<file path="config.mk">
export PLATFORM = sky130hd
export DESIGN_NAME = acc_offload_issuer
export DESIGN_NICKNAME = d
export VERILOG_FILES = /design/src/rtl/acc_offload_issuer.sv
export SDC_FILE = /design/constraint.sdc
export NUM_CORES = 1
export LEC_CHECK = 0
export ABC_AREA = 0
export ABC_CLOCK_PERIOD_IN_PS = 3150
export CORE_AREA = 2 2 135 137
export DETAILED_ROUTE_END_ITERATION = 10
export DIE_AREA = 0 0 137 139
export DONT_BUFFER_PORTS = 1
export HOLD_SLACK_MARGIN = 0.1
export PLACE_DENSITY = 0.63
export SLEW_MARGIN = 0
export SYNTH_ARGS = -nofsm -noshare
export SYNTH_HDL_FRONTEND = slang
export SYNTH_SLANG_ARGS = --single-unit
</file>
<file path="constraint.sdc">
create_clock -name clk_i -period 3.15 [get_ports clk_i]
set_clock_uncertainty 0.2 [all_clocks]
set_input_delay 0.63 -clock clk_i [delete_from_list [all_inputs] [get_ports clk_i]]
set_output_delay 0.63 -clock clk_i [all_outputs]
set_load 0.02 [all_outputs]
</file>
<file path="src/rtl/acc_offload_issuer.sv">
// Core-side initiator of the accelerator offload protocol: predecode query, hazard-checked issue, writeback return.
// Optional response checking (unexpected rd / no outstanding) is enabled by ACC_OFFLOAD_ISSUER_RSP_CHECK_EN.
module acc_offload_issuer #(
  parameter int unsigned NumRs          = 2,
  parameter int unsigned DataWidth      = 32,
  parameter int unsigned MaxOutstanding = 4
) (
  input  logic                           clk_i,
  input  logic                           rst_i,
  input  logic                           instr_valid_i,
  output logic                           instr_ready_o,
  input  logic [31:0]                    instr_data_i,
  input  logic [NumRs*DataWidth-1:0]     rs_i,
  input  logic [NumRs-1:0]               rs_valid_i,
  output logic                           illegal_o,
  output logic [31:0]                    prd_q_instr_data_o,
  input  logic                           prd_p_accept_i,
  input  logic [1:0]                     prd_p_writeback_i,
  input  logic [NumRs-1:0]               prd_p_use_rs_i,
  output logic                           acc_q_valid_o,
  input  logic                           acc_q_ready_i,
  output logic [31:0]                    acc_q_instr_data_o,
  output logic [NumRs*DataWidth-1:0]     acc_q_rs_o,
  input  logic                           acc_p_valid_i,
  output logic                           acc_p_ready_o,
  input  logic [DataWidth-1:0]           acc_p_data_i,
  input  logic [4:0]                     acc_p_rd_i,
  output logic                           wb_valid_o,
  input  logic                           wb_ready_i,
  output logic [4:0]                     wb_rd_o,
  output logic [DataWidth-1:0]           wb_data_o,
  output logic [31:0]                    sb_o,
  output logic                           err_o
);

  localparam int unsigned RsWidth  = NumRs * DataWidth;
  localparam int unsigned CntWidth = $clog2(MaxOutstanding + 1);

  typedef enum logic {IDLE, ISSUE} state_e;

  state_e              state;
  logic [CntWidth-1:0] outstanding;
  logic [31:0]         sb;
  logic [31:0]         sb_next;
  logic [4:0]          rd;
  logic                wb;
  logic                rs_ok;
  logic                take;
  logic                p_hs;
  logic                wb_hs;
  logic                p_drop;
  logic                p_load;
  logic [RsWidth-1:0]  rs_masked;
  logic                unused_wb_hi;

  // Only the integer-rd writeback bit is meaningful to this core.
  assign unused_wb_hi = prd_p_writeback_i[1];

  assign rd    = instr_data_i[11:7];
  assign wb    = prd_p_writeback_i[0];
  assign rs_ok = &(rs_valid_i | ~prd_p_use_rs_i);
  assign take  = (state == IDLE) && instr_valid_i && prd_p_accept_i && rs_ok
               && !(wb && sb[rd]) && (outstanding < CntWidth'(MaxOutstanding));

  assign instr_ready_o      = (state == IDLE) && instr_valid_i && (!prd_p_accept_i || take);
  assign illegal_o          = (state == IDLE) && instr_valid_i && !prd_p_accept_i;
  assign prd_q_instr_data_o = instr_data_i;
  assign acc_p_ready_o      = !wb_valid_o || wb_ready_i;
  assign p_hs               = acc_p_valid_i && acc_p_ready_o;
  assign wb_hs              = wb_valid_o && wb_ready_i;
  assign sb_o               = sb;

  // Operands the instruction does not use are issued as zero.
  for (genvar k = 0; k < NumRs; k++) begin : g_rs
    assign rs_masked[k*DataWidth +: DataWidth] =
      prd_p_use_rs_i[k] ? rs_i[k*DataWidth +: DataWidth] : '0;
  end

`ifdef ACC_OFFLOAD_ISSUER_RSP_CHECK_EN
  logic err;

  assign p_drop = ((acc_p_rd_i != 5'd0) && !sb[acc_p_rd_i]) || (outstanding == '0);
  assign err_o  = err;

  always_ff @(posedge clk_i) begin
    if (rst_i) begin
      err <= 1'b0;
    end else if (p_hs && p_drop) begin
      err <= 1'b1;
    end
  end
`else
  assign p_drop = 1'b0;
  assign err_o  = 1'b0;
`endif

  assign p_load = p_hs && !p_drop && (acc_p_rd_i != 5'd0);

  // A set from a new take wins over a clear from a retiring writeback.
  always_comb begin
    sb_next = sb;
    if (wb_hs) sb_next[wb_rd_o] = 1'b0;
    if (take && wb && (rd != 5'd0)) sb_next[rd] = 1'b1;
    sb_next[0] = 1'b0;
  end

  always_ff @(posedge clk_i) begin
    if (rst_i) begin
      state              <= IDLE;
      acc_q_valid_o      <= 1'b0;
      acc_q_instr_data_o <= '0;
      acc_q_rs_o         <= '0;
      wb_valid_o         <= 1'b0;
      wb_rd_o            <= '0;
      wb_data_o          <= '0;
      sb                 <= '0;
      outstanding        <= '0;
    end else begin
      case (state)
        IDLE: begin
          if (take) begin
            state              <= ISSUE;
            acc_q_valid_o      <= 1'b1;
            acc_q_instr_data_o <= instr_data_i;
            acc_q_rs_o         <= rs_masked;
          end
        end
        ISSUE: begin
          if (acc_q_ready_i) begin
            state         <= IDLE;
            acc_q_valid_o <= 1'b0;
          end
        end
        default: state <= IDLE;
      endcase

      if (p_load) begin
        wb_valid_o <= 1'b1;
        wb_rd_o    <= acc_p_rd_i;
        wb_data_o  <= acc_p_data_i;
      end else if (wb_hs) begin
        wb_valid_o <= 1'b0;
      end

      sb <= sb_next;

      // Saturating decrement guards against a response with nothing in flight.
      if (take && !p_hs) begin
        outstanding <= outstanding + 1'b1;
      end else if (!take && p_hs && (outstanding != '0)) begin
        outstanding <= outstanding - 1'b1;
      end
    end
  end

endmodule

</file>
== Word level (Yosys, flattened, before mapping) ==
Index checks and enable logic that the tools add are counted.

* Add/subtract/negate cells: 2
* Order comparisons: 5
* Eq/ne operators: 2
* Mux-type cells: 20
* Bitwise gates (word level): 6
* Reductions and logical operators: 33

{| class="wikitable"
|+ Operators by type and width
! cell !! count
|-
| 32-bit two-way mux || 4
|-
| 32-bit AND || 1
|-
| 32-bit inverter || 1
|-
| 32-bit bitwise OR || 1
|-
| 1-bit logical AND || 18
|-
| 5-bit by 6-bit less-than comparator with 1-bit output (second input constant) || 2
|-
| 1-bit demux with 5-bit select || 2
|-
| 5-bit by 1-bit greater-or-equal comparator with 1-bit output (second input constant) || 2
|-
| 5-bit nonzero test || 2
|-
| 1-bit two-way mux || 9
|-
| 3-bit two-way mux || 2
|-
| 2-bit AND reduction || 3
|-
| 1-bit binary-select mux with 5-bit select || 1
|-
| 1-bit logical NOT || 5
|-
| 2-bit != test (second input constant) || 2
|-
| 1-bit one-hot mux with 2 select lines || 2
|-
| 2-bit nonzero test || 2
|-
| 3-bit by 1-bit adder with 3-bit output (second input constant) || 1
|-
| 3-bit less-than comparator (second input constant) || 1
|-
| 3-bit nonzero test || 1
|-
| 3-bit by 1-bit subtractor with 3-bit output (second input constant) || 1
|-
| 1-bit logical OR || 2
|-
| 2-bit inverter || 1
|-
| 2-bit bitwise OR || 1
|-
| 1-bit inverter || 1
|}

* Register bits after elaboration: 171
* Bits of input ports: 146
* Output and inout bits: 203
* Logic and storage cells: 78

== Logic depth before layout (Yosys ltp) ==
* Depth after elaboration: 11
* Gate-level depth with buffers: 14

== Worst setup path before layout ==
OpenSTA, ideal clock, no wires.

* Path type: input to output
* Start: input instr_data_i[7]
* End: output instr_ready_o
* Arrival: 2.674 ns
* Data required time: 2.320 ns
* Slack: -0.354 ns
* Stages on the path: 10
* Path through: buf_6 > mux4_2 > and3_4 > nor4_4 > nand4b_4 > and2_1 > buf_6 > buf_8 > buf_6 > o21ai_0

* Word-level cells in the longest chain between the ends: 8

{| class="wikitable"
|+ Ends and longest elaborated chain
! item !! RTL line !! RTL
|-
| start, declared || 12 || <nowiki>input logic [31:0] instr_data_i,</nowiki>
|-
| 1-bit binary-select mux with 5-bit select || 63 || <nowiki>&& !(wb && sb[rd]) && (outstanding < CntWidth'(MaxOutstanding));</nowiki>
|-
| 1-bit two-way mux (implied by the code) || 63 ||
|-
| 1-bit logical AND || 63 ||
|-
| 1-bit logical NOT || 63 ||
|-
| 1-bit logical AND (2 in a row) || 63 ||
|-
| 1-bit logical OR || 65 || <nowiki>assign instr_ready_o = (state == IDLE) && instr_valid_i && (!prd_p_accept_i || take);</nowiki>
|-
| 1-bit logical AND || 65 ||
|-
| end, declared || 11 || <nowiki>output logic instr_ready_o,</nowiki>
|}

No other way between the ends. The select of a mux whose other input is x is not followed.

== Worst setup path after layout ==
* Start: register sb[27], in the netlist sb_o[27]
* End: output instr_ready_o

* Word-level cells in the longest chain between the ends: 8

{| class="wikitable"
|+ Ends and longest elaborated chain
! item !! RTL line !! RTL
|-
| start, declared || 43 || <nowiki>logic [31:0] sb;</nowiki>
|-
| start signal, assigned || 145 || <nowiki>sb <= sb_next;</nowiki>
|-
| 1-bit binary-select mux with 5-bit select || 63 ||
|-
| 1-bit two-way mux (implied by the code) || 63 ||
|-
| 1-bit logical AND || 63 ||
|-
| 1-bit logical NOT || 63 ||
|-
| 1-bit logical AND (2 in a row) || 63 ||
|-
| 1-bit logical OR || 65 ||
|-
| 1-bit logical AND || 65 ||
|}

No other way between the ends. The select of a mux whose other input is x is not followed.

==> flow_metrics.py <==
metrics = {
    "floorplanning": {
        "die_w_microns": 137,
        "core_area_sq_mm": 0.0177,
        "die_area_sq_mm": 0.0190,
        "ios": 349,
        "initial_core_util_pct": 40.3,
        "chipHeight_microns": 139,
        "num_rows": 49,
    },
    "critical_path": {
        "cp.required_ns": 2.32,
        "rrSetupSlack_ns": 0.18,
        "crit_type": "flop to primary output",
        "crit_arrival_ns": 2.21,
        "r2r-end": "outstanding[1]",
        "reg2reg_depth": 12,
        "startpoint_type": "flop",
        "cp_max_fo": 4,
        "worst_setup_path_end_kind": "primary output",
        "regToRegStartpoint": "sb_o[27]",
    },
    "clock_network": {
        "path_clk_slew_ns": 0.07,
        "clkLatencyLatePin_ns": 0.42,
        "cts_tree": "built",
        "cts.path.max_buffers": 2,
        "clockRootBuffer": "clkbuf_16",
        "clock-sinks": 170,
        "cts-htree-levels": 4,
        "cts_buffers": 17,
    },
    "pwr": {
        "vdd_drop_max_uv": 351,
        "p_per_area_mw_per_mm2": 619,
        "p_leak_uw": 0.00260,
    },
    "hold_path": {
        "whs_endpoint": "wb_data_o[12]",
        "min_path_cells": 2,
        "worstHoldStart": "acc_p_data_i[12]",
        "hold_path.class": "primary input to flop",
    },
    "timing": {
        "min_period_over_period_pct": 96.6,
        "setup_violations": 0,
        "setup_slack_ns": 0.107,
        "period_needed_ns": 3.04,
        "fmax_mhz": 329,
        "drv_slew": 0,
        "hold_viol": 0,
        "max-slew-margin-rel_pct": 58.8,
        "tightest_slew_ns": 0.618,
        "rsz0062_at_grt": "false",
    },
    "outcome": {
        "status": "finished, final reports clean",
    },
    "job": {
        "max-cap-violations": 0,
    },
    "final_layout": {
        "insertedDiodeCount": 0,
        "finish.cell_count_without_fillers": 1068,
        "nets": 973,
        "mostFrequentLayoutCells": "nand2_1 (210), dfxtp_1 (165), a21oi_1 (136)",
        "syn2layout_area_growth_pct": 8.37,
        "final_common_cell": "nand2_1",
        "drive_gt1_share_pct": 11.9,
    },
    "global_route": {
        "grt_start_max_net_pins": 75,
        "grt_overflow_total": 0,
        "track_usage_pct": 20.5,
        "grt_pass1_wl_microns": 30700,
        "grt_pass1_vias": 5760,
        "antenna_found_initial": 0,
    },
    "logic_synthesis": {
        "synth-seq-cells": 170,
        "yosys_warnings": 0,
        "synth_edf_count": 0,
        "synthArstFlopShare_pct": 0,
        "synth_ff_type": "dfxtp_1",
        "yosysSeqAreaShare_pct": 47.8,
        "synthCells": 877,
        "syn_area_sq_mm": 0.00712,
        "yosysUniqueCellTypes": 48,
        "avgSynthCellArea_sq_um": 8.12,
    },
    "detailed_routing": {
        "vias": 5858,
        "routed_wl_microns": 19900,
        "drc_errors": 0,
        "drt-initial-drc-count": 293,
        "viasPerCell": 5.49,
        "wl_per_cell_microns": 18.6,
        "drtPass1Iterations": 4,
        "ant_nets": 0,
    },
    "placement": {
        "place.gp.congestion": 0.792,
        "port_buffers": 0,
        "hpwlAfterDp_microns": 12900,
        "pre_cts_slack_ns": 0.113,
        "dp.cells": 1028,
    },
}
cells by family after synthesis:
kind of cell | synth area share, %
flops | 47.8
buf+inv | 8.88
other cells | 0.0527
simple gates | 24.3
fa+ha+maj | 0.281
xor+xnor | 0.229
mux | 2.43
compound gates | 16.0
per-layer routing:
metal | vias up | track usage (%) | share of wire, %
li1 | 2825 | - | -
met2 | 267 | 33.1 | 49
met3 | 24 | 6.73 | 8.9
met5 | - | 0 | 0
met1 | 2742 | 25.5 | 40
met4 | 0 | 7.05 | 1.8
cell usage after synthesis (2+ instances only):
cell type | number | area (sq um)
a21oi_1 | 136 | 681
a21oi_2 | 8 | 70.1
a22oi_1 | 2 | 15.0
a311o_1 | 2 | 20.0
a31oi_1 | 3 | 18.8
and2_1 | 2 | 12.5
buf_2 | 13 | 65.1
buf_4 | 35 | 263
buf_6 | 10 | 113
clkbuf_1 | 42 | 158
dfxtp_1 | 170 | 3400
inv_1 | 5 | 18.8
mux2_2 | 4 | 45.0
mux2i_1 | 6 | 60.1
mux4_2 | 3 | 67.6
nand2_1 | 210 | 788
nand2_2 | 9 | 56.3
nand2b_1 | 9 | 56.3
nand3_1 | 74 | 370
nand3b_1 | 6 | 45.0
nand4_1 | 5 | 31.3
nor2_1 | 16 | 60.1
nor2b_1 | 20 | 125
nor3_1 | 3 | 15.0
nor3b_1 | 3 | 22.5
nor4_1 | 2 | 12.5
nor4b_1 | 2 | 17.5
o21ai_0 | 53 | 265
o22ai_1 | 2 | 12.5
or3_1 | 3 | 18.8
or4_1 | 2 | 15.0
worst max-delay path, cell delays in order (launching register included):
cell	delay [ns]
dfxtp_4	0.37
mux4_2	0.48
and3_4	0.18
nor4_4	0.31
nand4b_4	0.17
and2_4	0.19
o21ai_4	0.10
sequential cells by signal, summed over array words and instances, names as in the netlist:
name and count:
state 1, acc_q_valid_o 1, wb_valid_o 1, wb_rd_o 5, wb_data_o 32, acc_q_instr_data_o 32, sb_o 31, acc_q_rs_o 64
outstanding 3
what timing repair did:
| item | CTS | global route |
|---|---|---|
| buffers inserted | 1 | 3 |
| pin swaps | 2 | 2 |
| endpoints found under the hold margin | 75 | 0 |
| endpoints found under the setup margin | 1 | 3 |
| hold buffers | 5 | 0 |
| resized for setup | 6 | 1 |
worst max path at each step:
stage,start,endpoint,slack [ns],cells after the start
floorplan,instr_data_i[7],instr_ready_o,-0.07,10
global placement,instr_valid_i,outstanding[1],0.10,12
detailed placement,instr_valid_i,outstanding[1],0.11,12
CTS,sb_o[27],instr_ready_o,0.03,6
global route,sb_o[27],instr_ready_o,0.006,6
finish,sb_o[27],instr_ready_o,0.11,6
power breakdown:
| group | internal [uW] | switching [uW] |
|---|---|---|
| combinational | 157 | 249 |
| sequential | 2240 | 185 |
| clock | 1030 | 919 |
| total | 3420 | 1350 |
area by class of cell:
type                    instances  area (sq um)
clock buffers                  18           429
clock inverters                14           113
fillers                      1798          9940
inverters                       5          18.8
multi-input cells             602          3120
flip-flops and latches        170          3410
well taps                     229           287
repair buffers                 30           338
stage by stage:
| step | power, uW | area (sq um) | setup TNS [ns] | utilization (%) | hold slack [ns] |
|---|---|---|---|---|---|
| floorplan | 2850 | 7140 | -0.146 | - | 0.251 |
| global placement | 2830 | 7050 | 0 | 39.9 | 0.304 |
| detailed placement | 2830 | 7050 | 0 | 39.9 | 0.301 |
| CTS | 4830 | 7690 | 0 | 43.5 | 0.118 |
| global route | 4990 | 7710 | 0 | 43.7 | 0.124 |
| finish | 4780 | 7710 | 0 | 43.7 | 0.138 |
No activity file was read; power rests on OpenSTA's default activity.
